===== src/rtl/rom_arb_pkg.sv =====
// rom_arb_pkg: state encoding and default widths shared by the rom_arbiter slice
package rom_arb_pkg;
  typedef enum logic {IDLE, WAIT} state_t;
  localparam int ADDR_W_DEF = 4;
  localparam int DATA_W_DEF = 4;
endpackage


===== src/rtl/rr_picker.sv =====
// rr_picker: combinational round-robin search, first set bit above ptr (wrapping)
module rr_picker #(
  parameter int NREQ = 4,
  parameter int IW   = $clog2(NREQ)
) (
  input  logic [NREQ-1:0] req,
  input  logic [IW-1:0]   ptr,
  output logic [NREQ-1:0] win_oh,
  output logic [IW-1:0]   win_idx,
  output logic            any
);
  logic [IW-1:0] idx;
  always_comb begin
    win_oh  = '0;
    win_idx = '0;
    any     = 1'b0;
    idx     = '0;
    for (int i = 1; i <= NREQ; i++) begin
      idx = IW'((int'(ptr) + i) % NREQ);
      if (!any && req[idx]) begin
        any          = 1'b1;
        win_oh[idx]  = 1'b1;
        win_idx      = idx;
      end
    end
  end
endmodule


===== src/rtl/rom_arbiter.sv =====
// rom_arbiter: round-robin sharing of one rom16x4 read port with fixed access wait
module rom_arbiter
  import rom_arb_pkg::*;
#(
  parameter int NREQ     = 4,
  parameter int ADDR_W   = ADDR_W_DEF,
  parameter int DATA_W   = DATA_W_DEF,
  parameter int WAIT_CYC = 1
) (
  input  logic                   clk,
  input  logic                   rst_n,
  input  logic [NREQ-1:0]        req,
  input  logic [NREQ*ADDR_W-1:0] addr_in,
  output logic [NREQ-1:0]        gnt,
  output logic [NREQ-1:0]        dvalid,
  output logic [DATA_W-1:0]      datos_out,
  output logic [ADDR_W-1:0]      rom_address,
  input  logic [DATA_W-1:0]      rom_datos,
  output logic                   busy
);
  localparam int IW = $clog2(NREQ);
  localparam int CW = WAIT_CYC > 1 ? $clog2(WAIT_CYC) : 1;
  if (WAIT_CYC < 1) begin : g_bad_wait
    $error("WAIT_CYC must be at least 1");
  end
  state_t              state_q, state_d;
  logic [CW-1:0]       cnt_q, cnt_d;
  logic [IW-1:0]       ptr_q, ptr_d, win_q, win_d;
  logic [NREQ-1:0]     gnt_q, gnt_d, dvalid_q, dvalid_d;
  logic [DATA_W-1:0]   datos_q, datos_d;
  logic [ADDR_W-1:0]   addr_q, addr_d;
  logic [ADDR_W-1:0]   addr_arr [NREQ];
  logic [NREQ-1:0]     pick_oh;
  logic [IW-1:0]       pick_idx;
  logic                pick_any;
  for (genvar g = 0; g < NREQ; g++) begin : g_addr
    assign addr_arr[g] = addr_in[g*ADDR_W +: ADDR_W];
  end
  // A requester in its dvalid cycle still holds req; mask it to avoid a re-grant
  rr_picker #(.NREQ(NREQ), .IW(IW)) u_pick (
    .req     (req & ~dvalid_q),
    .ptr     (ptr_q),
    .win_oh  (pick_oh),
    .win_idx (pick_idx),
    .any     (pick_any)
  );
  always_comb begin
    state_d  = state_q;
    cnt_d    = cnt_q;
    ptr_d    = ptr_q;
    win_d    = win_q;
    gnt_d    = '0;
    dvalid_d = '0;
    datos_d  = datos_q;
    addr_d   = addr_q;
    if (state_q == IDLE) begin
      if (pick_any) begin
        addr_d  = addr_arr[pick_idx];
        gnt_d   = pick_oh;
        win_d   = pick_idx;
        cnt_d   = CW'(WAIT_CYC - 1);
        state_d = WAIT;
      end
    end else if (cnt_q != '0) begin
      cnt_d = cnt_q - 1'b1;
    end else begin
      datos_d  = rom_datos;
      dvalid_d = NREQ'(1) << win_q;
      ptr_d    = win_q;
      state_d  = IDLE;
    end
  end
  always_ff @(posedge clk or negedge rst_n) begin
    if (!rst_n) begin
      state_q  <= IDLE;
      cnt_q    <= '0;
      ptr_q    <= IW'(NREQ - 1);
      win_q    <= '0;
      gnt_q    <= '0;
      dvalid_q <= '0;
      datos_q  <= '0;
      addr_q   <= '0;
    end else begin
      state_q  <= state_d;
      cnt_q    <= cnt_d;
      ptr_q    <= ptr_d;
      win_q    <= win_d;
      gnt_q    <= gnt_d;
      dvalid_q <= dvalid_d;
      datos_q  <= datos_d;
      addr_q   <= addr_d;
    end
  end
  assign gnt         = gnt_q;
  assign dvalid      = dvalid_q;
  assign datos_out   = datos_q;
  assign rom_address = addr_q;
  assign busy        = (state_q == WAIT);
endmodule

===== config.mk =====
export PLATFORM = sky130hd
export DESIGN_NAME = rom_arbiter
export DESIGN_NICKNAME = d
export VERILOG_FILES = /design/src/rtl/rom_arb_pkg.sv /design/src/rtl/rr_picker.sv /design/src/rtl/rom_arbiter.sv
export SDC_FILE = /design/constraint.sdc
export NUM_CORES = 1
export LEC_CHECK = 0
export CORE_MARGIN = 1.5
export CORE_UTILIZATION = 46
export DETAILED_ROUTE_END_ITERATION = 12
export HOLD_SLACK_MARGIN = 0.05
export PLACE_DENSITY = 0.79
export SYNTH_ARGS = -nofsm -noshare
export SYNTH_HDL_FRONTEND = slang
export SYNTH_SLANG_ARGS = --single-unit

===== constraint.sdc =====
create_clock -name clk -period 2.8 [get_ports clk]
set_input_delay 0.7 -clock clk [delete_from_list [all_inputs] [get_ports clk]]
set_output_delay 0.7 -clock clk [all_outputs]
set_load 0.05 [all_outputs]

# After elaboration in Yosys (flattened, before gate mapping)
# Cells that the tools add are included.
[totals] ff_bits=22 input_bits=26 output_inout_bits=17 word_cells=85
[op_classes] n_addsub=5 n_lt_le_gt_ge=9 shift=1 muxes=41 n_bitwise=8 n_reduce_logical=13
[ops] op="4-bit 2-to-1 mux" count=10
[ops] op="1-bit 2-to-1 mux" count=18
[ops] op="2-bit by 3-bit < comparator with 1-bit output, second input constant" count=4
[ops] op="4-bit bitwise OR" count=3
[ops] op="1-bit binary-select mux with 2-bit select" count=4
[ops] op="4-bit binary-select mux with 2-bit select" count=1
[ops] op="1-bit demux with 2-bit select" count=4
[ops] op="2-bit by 1-bit greater-or-equal comparator with 1-bit output, second input constant" count=4
[ops] op="2-bit 2-to-1 mux" count=4
[ops] op="1-bit logical AND" count=7
[ops] op="2-bit by 1-bit adder with 2-bit output, second input constant" count=2
[ops] op="2-bit adder, second input constant" count=2
[ops] op="4-bit bitwise AND" count=1
[ops] op="4-bit NOT" count=1
[ops] op="2-bit AND reduction" count=2
[ops] op="1-bit by 2-bit left shift with 4-bit output, first input constant" count=1
[ops] op="3-bit greater-or-equal comparator, second input constant" count=1
[ops] op="1-bit zero test" count=3
[ops] op="2-bit NOT with 3-bit output" count=1
[ops] op="1-bit NOT" count=2
[ops] op="2-bit nonzero test" count=1
[ops] op="1-bit subtractor, second input constant" count=1

# Logic depth before layout (Yosys ltp)
[logic_depth] word_depth=18 ltp_mapped=8 ltp_nobuf=7

# Hierarchy
# Synthesis repeated with hierarchy kept, for this count alone.
[unflattened] hier_cells=122 hier_area_um2=1386.3
[by_module_without_submodules] module="rom_arbiter" n_inst=1 cells_per_inst=54 area_per_inst_um2=860.8 seq_area_each_um2=528.0
[by_module_without_submodules] module="rr_picker" n_inst=1 cells_per_inst=68 area_per_inst_um2=525.5 seq_area_each_um2=0.0

# Worst setup path before layout
# Ideal clock, no wire load.
[synth_timing] path_kind="reg-to-reg" start="reg ptr_q[0]" end="reg addr_q[0], in the netlist rom_address[0]" setup_time_ns=0.127 t_arrival_ns=2.358 setup_slack_ns=0.315 stages_incl_launch_ff=9 path_buffers=1 period_less_slack_ns=2.485 cell_sequence="dfstp_2 inv_1 ha_1 clkbuf_1 mux4_2 nand3_1 nand3_4 a211oi_1 a21oi_1"
[synth_between] elab_chain_cells=17 elab_cells_between_ends=31
[synth_rtl] item="start, declared" line="rom_arbiter.sv:28" rtl="logic [IW-1:0] ptr_q, ptr_d, win_q, win_d;"
[synth_rtl] item="start signal, assigned" line="rom_arbiter.sv:77" rtl="ptr_q <= IW'(NREQ - 1);"
[synth_rtl] item="start signal, assigned" line="rom_arbiter.sv:86" rtl="ptr_q <= ptr_d;"
[synth_rtl] item="2-bit by 1-bit adder with 2-bit output" line="rr_picker.sv:19" rtl="idx = IW'((int'(ptr) + i) % NREQ);"
[synth_rtl] item="1-bit binary-select mux with 2-bit select" line="rr_picker.sv:20" rtl="if (!any && req[idx]) begin"
[synth_rtl] item="1-bit 2-to-1 mux (not written as such)" line="rr_picker.sv:20"
[synth_rtl] item="1-bit 2-to-1 mux" line="rr_picker.sv:20"
[synth_rtl] item="1-bit zero test" line="rr_picker.sv:20"
[synth_rtl] item="1-bit logical AND" line="rr_picker.sv:20"
[synth_rtl] item="1-bit 2-to-1 mux" line="rr_picker.sv:20"
[synth_rtl] item="1-bit zero test" line="rr_picker.sv:20"
[synth_rtl] item="1-bit logical AND" line="rr_picker.sv:20"
[synth_rtl] item="1-bit 2-to-1 mux" line="rr_picker.sv:20"
[synth_rtl] item="1-bit zero test" line="rr_picker.sv:20"
[synth_rtl] item="1-bit logical AND" line="rr_picker.sv:20"
[synth_rtl] item="2-bit 2-to-1 mux" line="rr_picker.sv:20"
[synth_rtl] item="2-bit NOT with 3-bit output (not written as such)" line="rom_arbiter.sv:58" rtl="addr_d = addr_arr[pick_idx];"
[synth_rtl] item="4-bit binary-select mux with 2-bit select" line="rom_arbiter.sv:58"
[synth_rtl] item="4-bit 2-to-1 mux (not written as such) (2 in a row)" line="rom_arbiter.sv:58"
[synth_rtl] item="end signal, assigned" line="rom_arbiter.sv:91" rtl="addr_q <= addr_d;"
[synth_rtl] item="end, declared" line="rom_arbiter.sv:31" rtl="logic [ADDR_W-1:0] addr_q, addr_d;"
# Several ways; a longest one is shown, not always the timed one. The select of a mux whose other input is x is not followed.
# A chain may end at the register's enable or synchronous reset.

# Worst setup path in the final report
[layout_timing] start="in req[2]" end="reg gnt_q[0], in the netlist gnt[0]"
[layout_between] elab_chain_cells=15 elab_cells_between_ends=28
[layout_rtl] item="start, declared" line="rom_arbiter.sv:12" rtl="input logic [NREQ-1:0] req,"
[layout_rtl] item="4-bit bitwise AND (*)" line="rom_arbiter.sv:41" rtl=".req (req & ~dvalid_q),"
[layout_rtl] item="1-bit binary-select mux with 2-bit select" line="rr_picker.sv:20"
[layout_rtl] item="1-bit 2-to-1 mux (not written as such)" line="rr_picker.sv:20"
[layout_rtl] item="1-bit 2-to-1 mux" line="rr_picker.sv:20"
[layout_rtl] item="1-bit zero test" line="rr_picker.sv:20"
[layout_rtl] item="1-bit logical AND" line="rr_picker.sv:20"
[layout_rtl] item="1-bit 2-to-1 mux" line="rr_picker.sv:20"
[layout_rtl] item="1-bit zero test" line="rr_picker.sv:20"
[layout_rtl] item="1-bit logical AND" line="rr_picker.sv:20"
[layout_rtl] item="1-bit 2-to-1 mux" line="rr_picker.sv:20"
[layout_rtl] item="1-bit zero test" line="rr_picker.sv:20"
[layout_rtl] item="1-bit logical AND" line="rr_picker.sv:20"
[layout_rtl] item="4-bit 2-to-1 mux or 1-bit 2-to-1 mux (tied branches)" line="rr_picker.sv:20"
[layout_rtl] item="4-bit 2-to-1 mux (*)" line="rom_arbiter.sv:57" rtl="if (pick_any) begin"
[layout_rtl] item="4-bit 2-to-1 mux (*)" line="rom_arbiter.sv:56" rtl="if (state_q == IDLE) begin"
[layout_rtl] item="named net gnt_d[0]" line="rom_arbiter.sv:29" rtl="logic [NREQ-1:0] gnt_q, gnt_d, dvalid_q, dvalid_d;"
[layout_rtl] item="end signal, assigned" line="rom_arbiter.sv:88" rtl="gnt_q <= gnt_d;"
[layout_rtl] item="end, declared" line="rom_arbiter.sv:29"
# Mark *: on every way through the listed nets, which the timed path passes. The rest lies on a longest branch. The select of a mux whose other input is x is not followed.

==> results.toml <==
[drt]
drtAntennaViolNets = 0
vias_per_cell = 5.98
dr.pass1.iters = 4
num_vias = 1321
drc = 0
drt_first_iter_violations = 45
routed_wl_um = 3720
wl_per_cell_um = 16.8

[layout]
layout-drive-gt1-share_pct = 16.3
seq_area_um2 = 528
fill_cells = 228
final_nets = 225
instances_no_fill = 221
antenna_cells = 0
syn_to_final_growth_pct = 38.7
multi_input_area_um2 = 812

[min_path]
hold_class = "flop to flop"

[logic_synthesis]
synth.largest_area_cell = "dfrtp_1"
synth_nets = 174
netlist_area_mm2 = 0.00139
ys_types = 37
ys_seq_area_share_pct = 38.0
synth-seq-cells = 21
synth_top_area_share_pct = 34.2
syn_area_per_cell_um2 = 9.93
yosys_warnings = 0
synth_area_leaders = "dfrtp_1 34%, ha_1 7.2%, a21oi_1 5.8%"
netlist_instances = 140

[floorplan]
num_io_pins = 43
dieArea_mm2 = 0.00336
core-area_mm2 = 0.00281
row_count = 19
die_x_um = 58.0
initial_core_util_pct = 49.6
die_h_um = 58.0

[clock_tree]
cts_setup_buffers = 0
clkSinkCount = 21
h-tree-depth = 1
cts_resized = 0
cts_tree = "yes"
numCtsBuffers = 3
cts.hold.buffers_added = 0
cts_root_buffer = "clkbuf_4"
clk_latency_ps = 300
cts_max_path_buffers = 2
clkTransAtPathRegs_ps = 120

[timing]
worst_pin_slew_ps = 681
setup_viol = 0
slew_viol_final = 0
finalCritPeriodShare_pct = 90.9
fmax_mhz = 393
slew-limit-headroom_pct = 54.5
finalHoldViolCount = 0
period_minus_slack_ps = 2540
holdWs_ps = 529
clock-skew-final_ps = 4.65
rsz0062_at_grt = "no"

[critical_path]
r2r-start = "ptr_q[0]"
r2r_end = "gnt[0]"
crit_buf_inv = 1
crit_path_start = "req[2]"
cp_max_fo = 13
r2r_slack_ps = 270
slowest_stage = "a2111oi_2"
endpoint = "gnt[0]"
crit_chain = "clkdlybuf4s50_1, nor2b_1, nor2_1, a21o_1, a2111oi_2, a221o_1"
critPathKind = "input port to flop"
start_kind = "input port"
required_ps = 3050
end_kind = "flop"
cp_slowest_stage_delay_ps = 490
worst_ep_arrival_time_ps = 2790
crit_cells = 6
critPathTopFamily = "compound AO/OA/AOI/OAI gates"
rr_worst_depth = 7

[pwr]
power.total_w = 0.00253
power.density_mw_per_mm2 = 1310
power.static_leakage_nw = 0.796
peakVddDrop_mv = 0.900

[placed_design]
gp_congestion = 0.873
place.detailed.hpwl_um = 2820
dp.cells = 217
io_buffers = 42

[global_route]
grt_usage_pct = 23.5
overflow = 0
grt_pass1_wl_um = 6110
grt_pass1_vias = 1349
grt_max_degree = 17
grt_antenna_before_repair = 0

[run]
maxCapViolCount = 0

[outcome]
outcome = "finished clean"
## report_power, final
part / leakage, nW / total (W) / internal, W / switching (W)
clock network: 0.0177 / 0.000147 / 0.0000532 / 0.0000943
logic: 0.520 / 0.00179 / 0.000719 / 0.00107
registers: 0.258 / 0.000595 / 0.000453 / 0.000142
## logic make-up after synthesis
family | count (synthesis) | synth area share [%]
AOI/OAI and AO/OA | 49 | 27.3
buffers and inverters | 13 | 3.60
DFF | 21 | 38.0
and+or+nand+nor | 42 | 16.7
muxes | 7 | 7.20
adders and majority gates | 8 | 7.20
## sequential cells by signal, summed over array words and instances, names as in the netlist
signal,flops
busy,1
datos_out,4
dvalid,4
gnt,4
ptr_q,2
rom_address,4
win_q,2
## metrics by stage
stage | util (%) | worst slack [ps] | area (um^2) | TNS (ps)
after floorplan | - | 315 | 1390 | 0
after global placement | 67.8 | 64.7 | 1900 | 0
after detailed placement | 67.8 | -60.6 | 1900 | -231
after CTS | 68.7 | 261 | 1930 | 0
after global routing | 68.7 | 20.8 | 1930 | 0
final | 68.7 | 255 | 1930 | 0
## placed cells by master (no fill, tap or decap), types with 2 or more instances in the layout
master,n
a211oi_1,5
a21oi_1,16
a221o_1,5
a31oi_1,2
a32o_1,8
buf_4,10
clkbuf_4,3
clkdlybuf4s50_1,42
dfrtp_1,19
dfstp_2,2
ha_1,8
inv_1,6
mux2_2,4
mux4_2,2
nand2_1,5
nand2b_1,4
nand3_1,7
nor2_1,8
nor2b_1,4
nor3_1,4
o211ai_1,2
o21ai_0,4
or2_2,4
## how the worst min path moves through the flow
stage / from / slack [ps] / depth (start not counted) / end
final: datos_out[3] / 530 / 1 / datos_out[3]
after global routing: datos_out[1] / 550 / 1 / datos_out[1]
after CTS: datos_out[1] / 530 / 1 / datos_out[1]
after detailed placement: datos_out[3] / 500 / 1 / datos_out[3]
after global placement: datos_out[2] / 490 / 1 / datos_out[2]
after floorplan: rst_n / 400 / 0 / busy
## cell type report
cell class,instances,area share (%)
Multi-Input combinational cell,106,42.1
Tap cell,31,2.01
Clock buffer,3,1.17
Timing Repair Buffer,52,25.7
Sequential cell,21,27.4
Clock inverter,1,0.260
Inverter,7,1.36
## layer usage
metal	global-route usage, %	vias up	share of wire [%]
li1	-	631	-
met1	31.3	633	42
met2	39.1	49	52
met3	3.35	8	5.3
met4	8.64	0	1.1
met5	0	-	0
## cells in the mapped netlist, drive strengths merged
cell	count
a2111oi	1
a21oi	16
nor2b	4
a211o	1
o31ai	1
o21a	1
nand4	1
nor2	8
dfstp	2
nor3	4
a21o	1
mux2i	1
nor3b	1
ha	8
nand2	5
buf	1
and3	1
inv	7
and2b	1
nand3	8
dfrtp	19
a22o	1
a32o	8
a211oi	5
a221o	5
o211ai	2
or2	4
mux4	2
mux2	4
a311oi	1
clkbuf	5
o21ai	4
a31oi	2
nand2b	4
and3b	1
Power figures use the tool's default switching activity.
